**config.mk**
```make
export PLATFORM = sky130hd
export DESIGN_NAME = gmux_sel_seq
export DESIGN_NICKNAME = d
export VERILOG_FILES = /design/src/rtl/gmux_sel_seq.sv
export SDC_FILE = /design/constraint.sdc
export NUM_CORES = 1
export LEC_CHECK = 0
export CAP_MARGIN = 0
export CORE_MARGIN = 2
export CORE_UTILIZATION = 46
export CTS_CLUSTER_DIAMETER = 100
export DETAILED_ROUTE_END_ITERATION = 7
export PLACE_DENSITY = 0.78
export RECOVER_POWER = 100
export SLEW_MARGIN = 20
export SYNTH_ARGS = -nofsm -noshare
export SYNTH_HDL_FRONTEND = slang
export SYNTH_SLANG_ARGS = --single-unit
export TNS_END_PERCENT = 30
```
**constraint.sdc**
```tcl
create_clock -name CLK -period 1.93 [get_ports CLK]
set_input_delay 0.386 -clock CLK [delete_from_list [all_inputs] [get_ports CLK]]
set_output_delay 0.386 -clock CLK [all_outputs]
set_load 0.01 [all_outputs]
```
**src/rtl/gmux_sel_seq.sv**
```systemverilog
// Glitch-safe select sequencer for a global clock mux.
// Gates the downstream clock around every IS0 change and falls back to the pad clock.
module gmux_sel_seq #(
    parameter int QUIESCE_CYCLES = 4,
    parameter int SETTLE_CYCLES  = 8,
    parameter bit AUTO_FAILOVER  = 1'b1
) (
    input  logic CLK,
    input  logic RST,
    input  logic REQ_VALID,
    input  logic REQ_SEL,
    output logic REQ_READY,
    input  logic IC_OK,
    output logic IS0,
    output logic GATE_EN,
    output logic BUSY,
    output logic DONE,
    output logic ERR,
    output logic FAIL
);

    localparam logic [1:0] ST_IDLE     = 2'd0;
    localparam logic [1:0] ST_GATE_OFF = 2'd1;
    localparam logic [1:0] ST_SETTLE   = 2'd2;
    localparam logic [1:0] ST_GATE_ON  = 2'd3;

    localparam logic [7:0] QUIESCE_LOAD = 8'(QUIESCE_CYCLES);
    localparam logic [7:0] SETTLE_LOAD  = 8'(SETTLE_CYCLES);

    logic [1:0] state;
    logic [7:0] cnt;
    logic       ic_ok_m;
    logic       ic_ok_s;
    logic       failover;

    logic fo_pending;
    logic accept;
    logic noop;
    logic reject;
    logic cnt_last;
    logic abort;

    // Internal clock lost while it is still selected
    assign fo_pending = AUTO_FAILOVER && IS0 && !ic_ok_s;

    assign REQ_READY = (state == ST_IDLE) && !fo_pending;
    assign accept    = REQ_VALID && REQ_READY;
    assign noop      = accept && (REQ_SEL == IS0);
    assign reject    = accept && !noop && REQ_SEL && !ic_ok_s;
    assign cnt_last  = (cnt <= 8'd1);

    // IS0 has not toggled yet in GATE_OFF, so IS0=0 means the target is IC
    assign abort = (state == ST_GATE_OFF) && !IS0 && !ic_ok_s;

    // Two-flop synchronizer for the asynchronous health status
    always_ff @(posedge CLK) begin
        if (RST) begin
            ic_ok_m <= 1'b0;
            ic_ok_s <= 1'b0;
        end else begin
            ic_ok_m <= IC_OK;
            ic_ok_s <= ic_ok_m;
        end
    end

    // Switch sequencer: quiesce the gate, move the select, settle, re-enable
    always_ff @(posedge CLK) begin
        if (RST) begin
            state    <= ST_IDLE;
            cnt      <= 8'd0;
            IS0      <= 1'b0;
            GATE_EN  <= 1'b1;
            BUSY     <= 1'b0;
            DONE     <= 1'b0;
            ERR      <= 1'b0;
            FAIL     <= 1'b0;
            failover <= 1'b0;
        end else begin
            DONE <= 1'b0;
            ERR  <= 1'b0;
            case (state)
                ST_IDLE: begin
                    if (state == ST_IDLE && fo_pending) begin
                        state    <= ST_GATE_OFF;
                        cnt      <= QUIESCE_LOAD;
                        GATE_EN  <= 1'b0;
                        BUSY     <= 1'b1;
                        FAIL     <= 1'b1;
                        failover <= 1'b1;
                    end else if (accept) begin
                        FAIL <= 1'b0;
                        if (noop) begin
                            DONE <= 1'b1;
                        end else if (reject) begin
                            ERR <= 1'b1;
                        end else begin
                            state    <= ST_GATE_OFF;
                            cnt      <= QUIESCE_LOAD;
                            GATE_EN  <= 1'b0;
                            BUSY     <= 1'b1;
                            failover <= 1'b0;
                        end
                    end
                end
                ST_GATE_OFF: begin
                    if (abort) begin
                        state   <= ST_GATE_ON;
                        cnt     <= 8'd0;
                        GATE_EN <= 1'b1;
                        BUSY    <= 1'b0;
                        ERR     <= 1'b1;
                    end else if (cnt_last) begin
                        state <= ST_SETTLE;
                        cnt   <= SETTLE_LOAD;
                        IS0   <= ~IS0;
                    end else begin
                        cnt <= cnt - 8'd1;
                    end
                end
                ST_SETTLE: begin
                    if (cnt_last) begin
                        state   <= ST_GATE_ON;
                        cnt     <= 8'd0;
                        GATE_EN <= 1'b1;
                        BUSY    <= 1'b0;
                        DONE    <= !failover;
                    end else begin
                        cnt <= cnt - 8'd1;
                    end
                end
                ST_GATE_ON: begin
                    state <= ST_IDLE;
                end
                default: begin
                    state <= ST_IDLE;
                end
            endcase
        end
    end

endmodule

```
==> results of run 1 <==
[cell usage in the layout (no fill, tap or decap), types with 2 or more instances in the layout]
cell,synthesis,final
o211ai_1,3,3
nand2_1,10,10
or3_1,3,3
o31ai_1,2,2
buf_4,0,16
clkbuf_4,0,3
nor2b_1,5,5
o21ai_0,5,5
a21oi_1,6,6
dlygate4sd3_1,0,7
ha_4,0,2
inv_1,8,6
nor3_1,5,5
ha_1,7,4
clkbuf_1,3,2
nor4_1,2,2
nand3_1,4,4
clkdlybuf4s50_1,0,2
o21bai_1,4,4
a22oi_1,2,2
a31oi_1,3,3
nor2_1,13,12
nand3b_1,2,2
inv_2,0,2
dfxtp_1,19,17
nand2b_1,4,4
[logic make-up after synthesis]
kind of cell    Yosys count
mux                       1
fa+ha+maj                 7
simple gates             55
flops                    19
compound gates           35
xor+xnor                  1
buf+inv                  14
[state kept, by name, indices dropped and copies added, names as in the netlist]
signal	cells
cnt	8
state	2
BUSY	1
DONE	1
ERR	1
FAIL	1
GATE_EN	1
IS0	1
failover	1
ic_ok_m	1
ic_ok_s	1
[final timing paths]
kind	start	to	slack, ps
setup / recovery	cnt[1]	cnt[5]	40
hold / removal	ic_ok_m	ic_ok_s	460
setup reg to reg	cnt[1]	cnt[5]	40
hold reg to reg	ic_ok_m	ic_ok_s	460
[cell type report]
class	count	area (µm²)
clock buffer	3	22.5
clock inverter	1	5.00
fill	186	820
inverter	8	30.0
multi-input combinational	99	676
sequential	19	385
tap	28	35.0
timing repair buffer	29	239
[worst reg2reg max path, delay by kind of cell, from the launching register on]
kind,cells,cell delay (ps)
fa+ha+maj,1,190
flops,1,350
simple gates,4,1050
buf+inv,1,70
compound gates,1,170
[report_power, final]
part | leakage, nW | switching (mW) | total (mW) | internal (mW)
logic | 0.362 | 0.409 | 0.817 | 0.407
clock network | 0.0177 | 0.127 | 0.205 | 0.0774
registers | 0.156 | 0.0472 | 0.496 | 0.449
[metal layers]
metal | part of all wire (%) | GRT usage [%] | vias to the layer above
met1 | 47 | 25.8 | 472
met5 | 0 | 0 | -
met3 | 3.5 | 3.71 | 8
li1 | - | - | 531
met4 | 2.3 | 12.4 | 0
met2 | 47 | 33.1 | 22
[what timing repair did]
action | CTS | global route
setup endpoints to repair | 2 | 10
pin swaps | 0 | 2
resized for setup | 4 | 13
[stage by stage]
step                      area (µm²)  total power, mW  std cells  hold slack (ps)
after floorplan                 1070            0.940        132              414
after global placement          1320             1.23        183              425
after detailed placement        1320             1.26        183              442
after CTS                       1360             1.49        187              465
after global routing            1390             1.63        187              474
final                           1390             1.52        187              460
==> results.md, run 1 <==
* Final min period at 1890 ps
* Crit path cell chain: inv_1 -> ha_1 -> nor2_2 -> and4b_1 -> or2_1 -> or4_4 -> a31oi_1
* Outcome: complete, no violations
* Final Max Slew Viols at 0
* H-tree levels at 1
* Period utilisation layout at 98.0%
* Dpl hpwl at 1880 µm
* CP Class: reg -> reg
* Synth Area in Simple Gates at 26.8%
* Clock transition at path regs at 110 ps
* Yosys cell types at 40
* Lkg Pwr at 0.535 nW
* Clock Tree Buf Depth at 2
* Die Wd at 52.2 µm
* CP Data Arrival Time at 2130 ps
* Remaining antenna violation count at 0
* I/O pin count at 12
* Num CTS Buffers at 3
* Clk_lat worst skew at 300 ps
* Synth Area in Compound Gates at 21.8%
* Fin nets at 172
* Setup TNS at 0 ps
* Area leader, netlist: dfxtp_1
* Top-area cell type share of the netlist area at 35.6%
* HP Class: reg -> reg
* CP delay by family, top: simple AND/OR/NAND/NOR gates
* CP bufs+invs at 1
* Async set-or-reset flop fraction in the synthesized netlist at 0%
* Slowest CP cell: or4_4
* WP data required at 2170 ps
* First-pass GRT wire length at 4190 µm
* Synth warn at 0
* CP Max Fanout at 3
* Final Util at 63.0%
* Hold depth at 1
* Final wirelength at 2500 µm
* Avg WL per Cell at 13.4 µm
* Clock Skew at 2.78 ps
* R2r worst-path depth at 7
* Largest family of logic cells by synthesized area: simple AND/OR/NAND/NOR gates
* Synthesized area at 1070 µm²
* Final Hold Fails at 0
* Levels on crit path at 7
* Worst slew pin tran at 390 ps
* Clk root buf: clkbuf_4
* Vias in the first global route at 1023
* Layout cell share with drive strength beyond 1 at 20.1%
* Nature of the critical path endpoint: flop
* Core Region at 2210 µm²
* Most frequent cell after synthesis: dfxtp_1
* Pre-antenna DRT Iters at 4
* Worst Setup Slack, final at 39.3 ps
* Overflow after GRT at 0
* Peak VDD IR at 0.680 mV
* Critical Path Start Type: flop
* Synthesized flop and latch total at 19
* Synth Area in Adders at 8.20%
* Gr usage total at 20.7%
* # Max-Cap Violations at 0
* Die area at 2720 µm²
* Top_reg_cell synth: dfxtp_1
* Hold buffers post-CTS at 0
* Gpl congestion at 0.867
* CTS tree: built
* Clk sinks at 19
* DRT iter0 DRCs at 18
* Unrepaired setup endpoints after global routing: true
* Vias after detailed routing at 1033
* Antenna diodes at 0
* Area contributors post-synth: dfxtp_1 (36%), ha_1 (8.2%), nor2_1 (4.6%)
* Syn avg cell area at 8.09 µm²
* Commonest cells in the netlist: dfxtp_1 (19), nor2_1 (13), nand2_1 (10), inv_1 (8), ha_1 (7)
* Synth-to-layout area growth at 30.3%
* Pre-CTS WS at -284 ps
* Post-synth EDFFs at 0
* Post-CTS Setup Bufs at 0
* CP max stage delay at 480 ps
* Number of antenna violations at the first check in global routing at 0
* Post-synthesis sequential area ratio at 35.6%
* Synth Area in XOR/XNOR at 0.820%
* Pin count of the biggest net entering global routing at 12
* Site Rows at 17
* Routed vias/inst at 5.52
* Post-synthesis mux area share at 0.937%
* Maximum clock frequency at 0.529 GHz
* Chip height at 52.2 µm
* Rel. slew slack at 73.7%
* Syn nets at 144
* Endpoints failing setup at 0
* PwrDens at 1090 nW/µm²
* Post-route DRC at 0
* Buffers added on ports at 11
* Initial core utilization at 48.3%
* Gate Count Post-Synth at 132
Power figures use the tool's default switching activity.
==> run 2, diff against run 1 <==
Settings changed: PLACE_DENSITY 0.78 to 0.69.
==> results.md, run 2 (synthesis results as in run 1) <==
* Outcome: complete, no violations
* Nature of the critical path endpoint: flop
* CP Class: in -> reg
* Routed vias/inst at 5.61 (+1.6%)
* Critical Path Start Type: primary input
* Dpl hpwl at 1840 µm (-2.0%)
* Peak VDD IR at 0.693 mV (+1.8%)
* Buffers added on ports at 11 (unchanged)
* Clk_lat worst skew at 300 ps (about the same)
* Most common cell after layout, fill and taps aside: dfxtp_1
* Final wirelength at 2500 µm (about the same)
* CP Max Fanout at 4 (+1)
* # Max-Cap Violations at 0 (unchanged)
* Clk root buf: clkbuf_4
* Number of antenna violations at the first check in global routing at 0 (unchanged)
* Num CTS Buffers at 3 (unchanged)
* Antenna diodes at 0 (unchanged)
* Initial core utilization at 48.3% (unchanged)
* HP Class: reg -> reg
* First-pass GRT wire length at 4130 µm (-1.5%)
* Hold depth at 1 (unchanged)
* Reg2reg end: cnt[7]
* Placed insts at 182 (-0.55%)
* Fillers at 196 (+5.4%)
* Most frequent cells in the layout: dfxtp_1 (18), buf_4 (17), nor2_1 (11)
* Hold buffers post-CTS at 0 (unchanged)
* Final Hold Fails at 0 (unchanged)
* Regs by FF count: cnt x8, state x2
* Endpoints failing setup at 0 (unchanged)
* Die area at 2720 µm² (unchanged)
* PwrDens at 1080 nW/µm² (-0.63%)
* Remaining antenna violation count at 0 (unchanged)
* Final Max Slew Viols at 0 (unchanged)
* Maximum clock frequency at 0.529 GHz (about the same)
* Worst Setup Slack, final at 39.6 ps (+0.295 ps)
* Synth-to-layout area growth at 29.4%
* Rel. slew slack at 70.9% (-2.9 points)
* DRT iter0 DRCs at 32 (+14)
* Site Rows at 17 (unchanged)
* Hold path startpoint: ic_ok_m
* Largest register FFs at 8 (unchanged)
* Lkg Pwr at 0.520 nW (-2.9%)
* Register name with the most flops: cnt
* R2r worst-path depth at 7 (unchanged)
* Chip height at 52.2 µm (unchanged)
* WP data required at 2160 ps (about the same)
* Clock Tree Buf Depth at 2 (unchanged)
* I/O pin count at 12 (unchanged)
* Period utilisation layout at 97.9% (about the same)
* Clk sinks at 19 (unchanged)
* Layout cell share with drive strength beyond 1 at 17.6% (-2.5 points)
* CTS tree: built
* Gr usage total at 20.5% (-0.15 points)
* Fin nets at 172 (unchanged)
* Clock Skew at 3.12 ps (+0.341 ps)
* Pin count of the biggest net entering global routing at 11 (-1)
* Clock transition at path regs at 110 ps (about the same)
* CP Data Arrival Time at 2120 ps (about the same)
* Vias in the first global route at 957 (-6.5%)
* Pre-CTS WS at -231 ps (+53.2 ps)
* Worst slew pin tran at 437 ps (+46.9 ps)
* Reg2reg start: state[0]
* Pre-antenna DRT Iters at 4 (unchanged)
* Avg WL per Cell at 13.4 µm (about the same)
* Final min period at 1890 ps (-0.295 ps)
* Gpl congestion at 0.795 (-8.3%)
* Die Wd at 52.2 µm (unchanged)
* Overflow after GRT at 0 (unchanged)
* Non-Filler Instances at 187 (unchanged)
* Reg2Reg Setup Slack at 70 ps (+30 ps)
* Hold endpoint: ic_ok_s
* Vias after detailed routing at 1050 (+1.6%)
* H-tree levels at 1 (unchanged)
* Hold Slack at 464 ps (+4.42 ps)
* Core Region at 2210 µm² (unchanged)
* Post-route DRC at 0 (unchanged)
run 2: worst max-delay path: stages:
cell	delay, ps
clkdlybuf4s50_1	450
nand2b_1	170
a21boi_1	200
o21bai_1	140
or4_1	540
o31ai_1	240
run 2: through the flow:
step           utilization [%]  TNS [ps]  instance area (µm²)  total power [mW]
2_1_floorplan                -         0                 1070             0.940
3_3_place_gp              59.2      -963                 1310              1.24
3_5_place_dp              59.2     -1420                 1310              1.25
4_1_cts                   60.5     -13.3                 1340              1.46
5_1_grt                   62.5     -77.2                 1380              1.60
6_report                  62.5         0                 1380              1.50
run 2: worst max-delay path by stage:
stage | from | endpoint | slack (ps) | cells after the start
floorplan | cnt[0] | cnt[5] | 8 | 8
global placement | REQ_SEL | GATE_EN | -170 | 7
detailed placement | REQ_SEL | cnt[7] | -230 | 6
CTS | cnt[0] | cnt[5] | -10 | 7
global route | REQ_SEL | cnt[4] | -50 | 6
finish | REQ_SEL | cnt[7] | 40 | 6
run 2: metal layers:
| layer | vias to the layer above | wire length [µm] | track usage (%) |
|---|---|---|---|
| met5 | - | 0 | 0 |
| met4 | 0 | 52 | 10.7 |
| li1 | 525 | - | - |
| met3 | 7 | 103 | 3.71 |
| met2 | 20 | 1200 | 32.7 |
| met1 | 498 | 1150 | 26.4 |
run 2: power breakdown:
| group | switching [mW] | internal, mW |
|---|---|---|
| sequential | 0.0423 | 0.449 |
| combinational | 0.397 | 0.395 |
| clock | 0.132 | 0.0807 |
run 2: cell type report:
cell class | instances | area (µm²) | share of cell area [%]
Clock buffer | 4 | 26.3 | 1.90
Inverter | 8 | 30.0 | 2.17
Multi-Input combinational cell | 99 | 667 | 48.2
Sequential cell | 19 | 384 | 27.8
Tap cell | 28 | 35.0 | 2.53
Timing Repair Buffer | 29 | 240 | 17.4
run 2: timing repair:
action / CTS / global route
gates resized for setup: 2 / 9
endpoints found under the setup margin: 2 / 5
pin swaps: 0 / 4
buffers inserted: 0 / 1
==> run 3, diff against run 2 <==
Settings changed: ABC_CLOCK_PERIOD_IN_PS from default to 1930.
==> results of run 3 <==
Same layout as run 2: the final DEF is identical, and so are final timing and power.
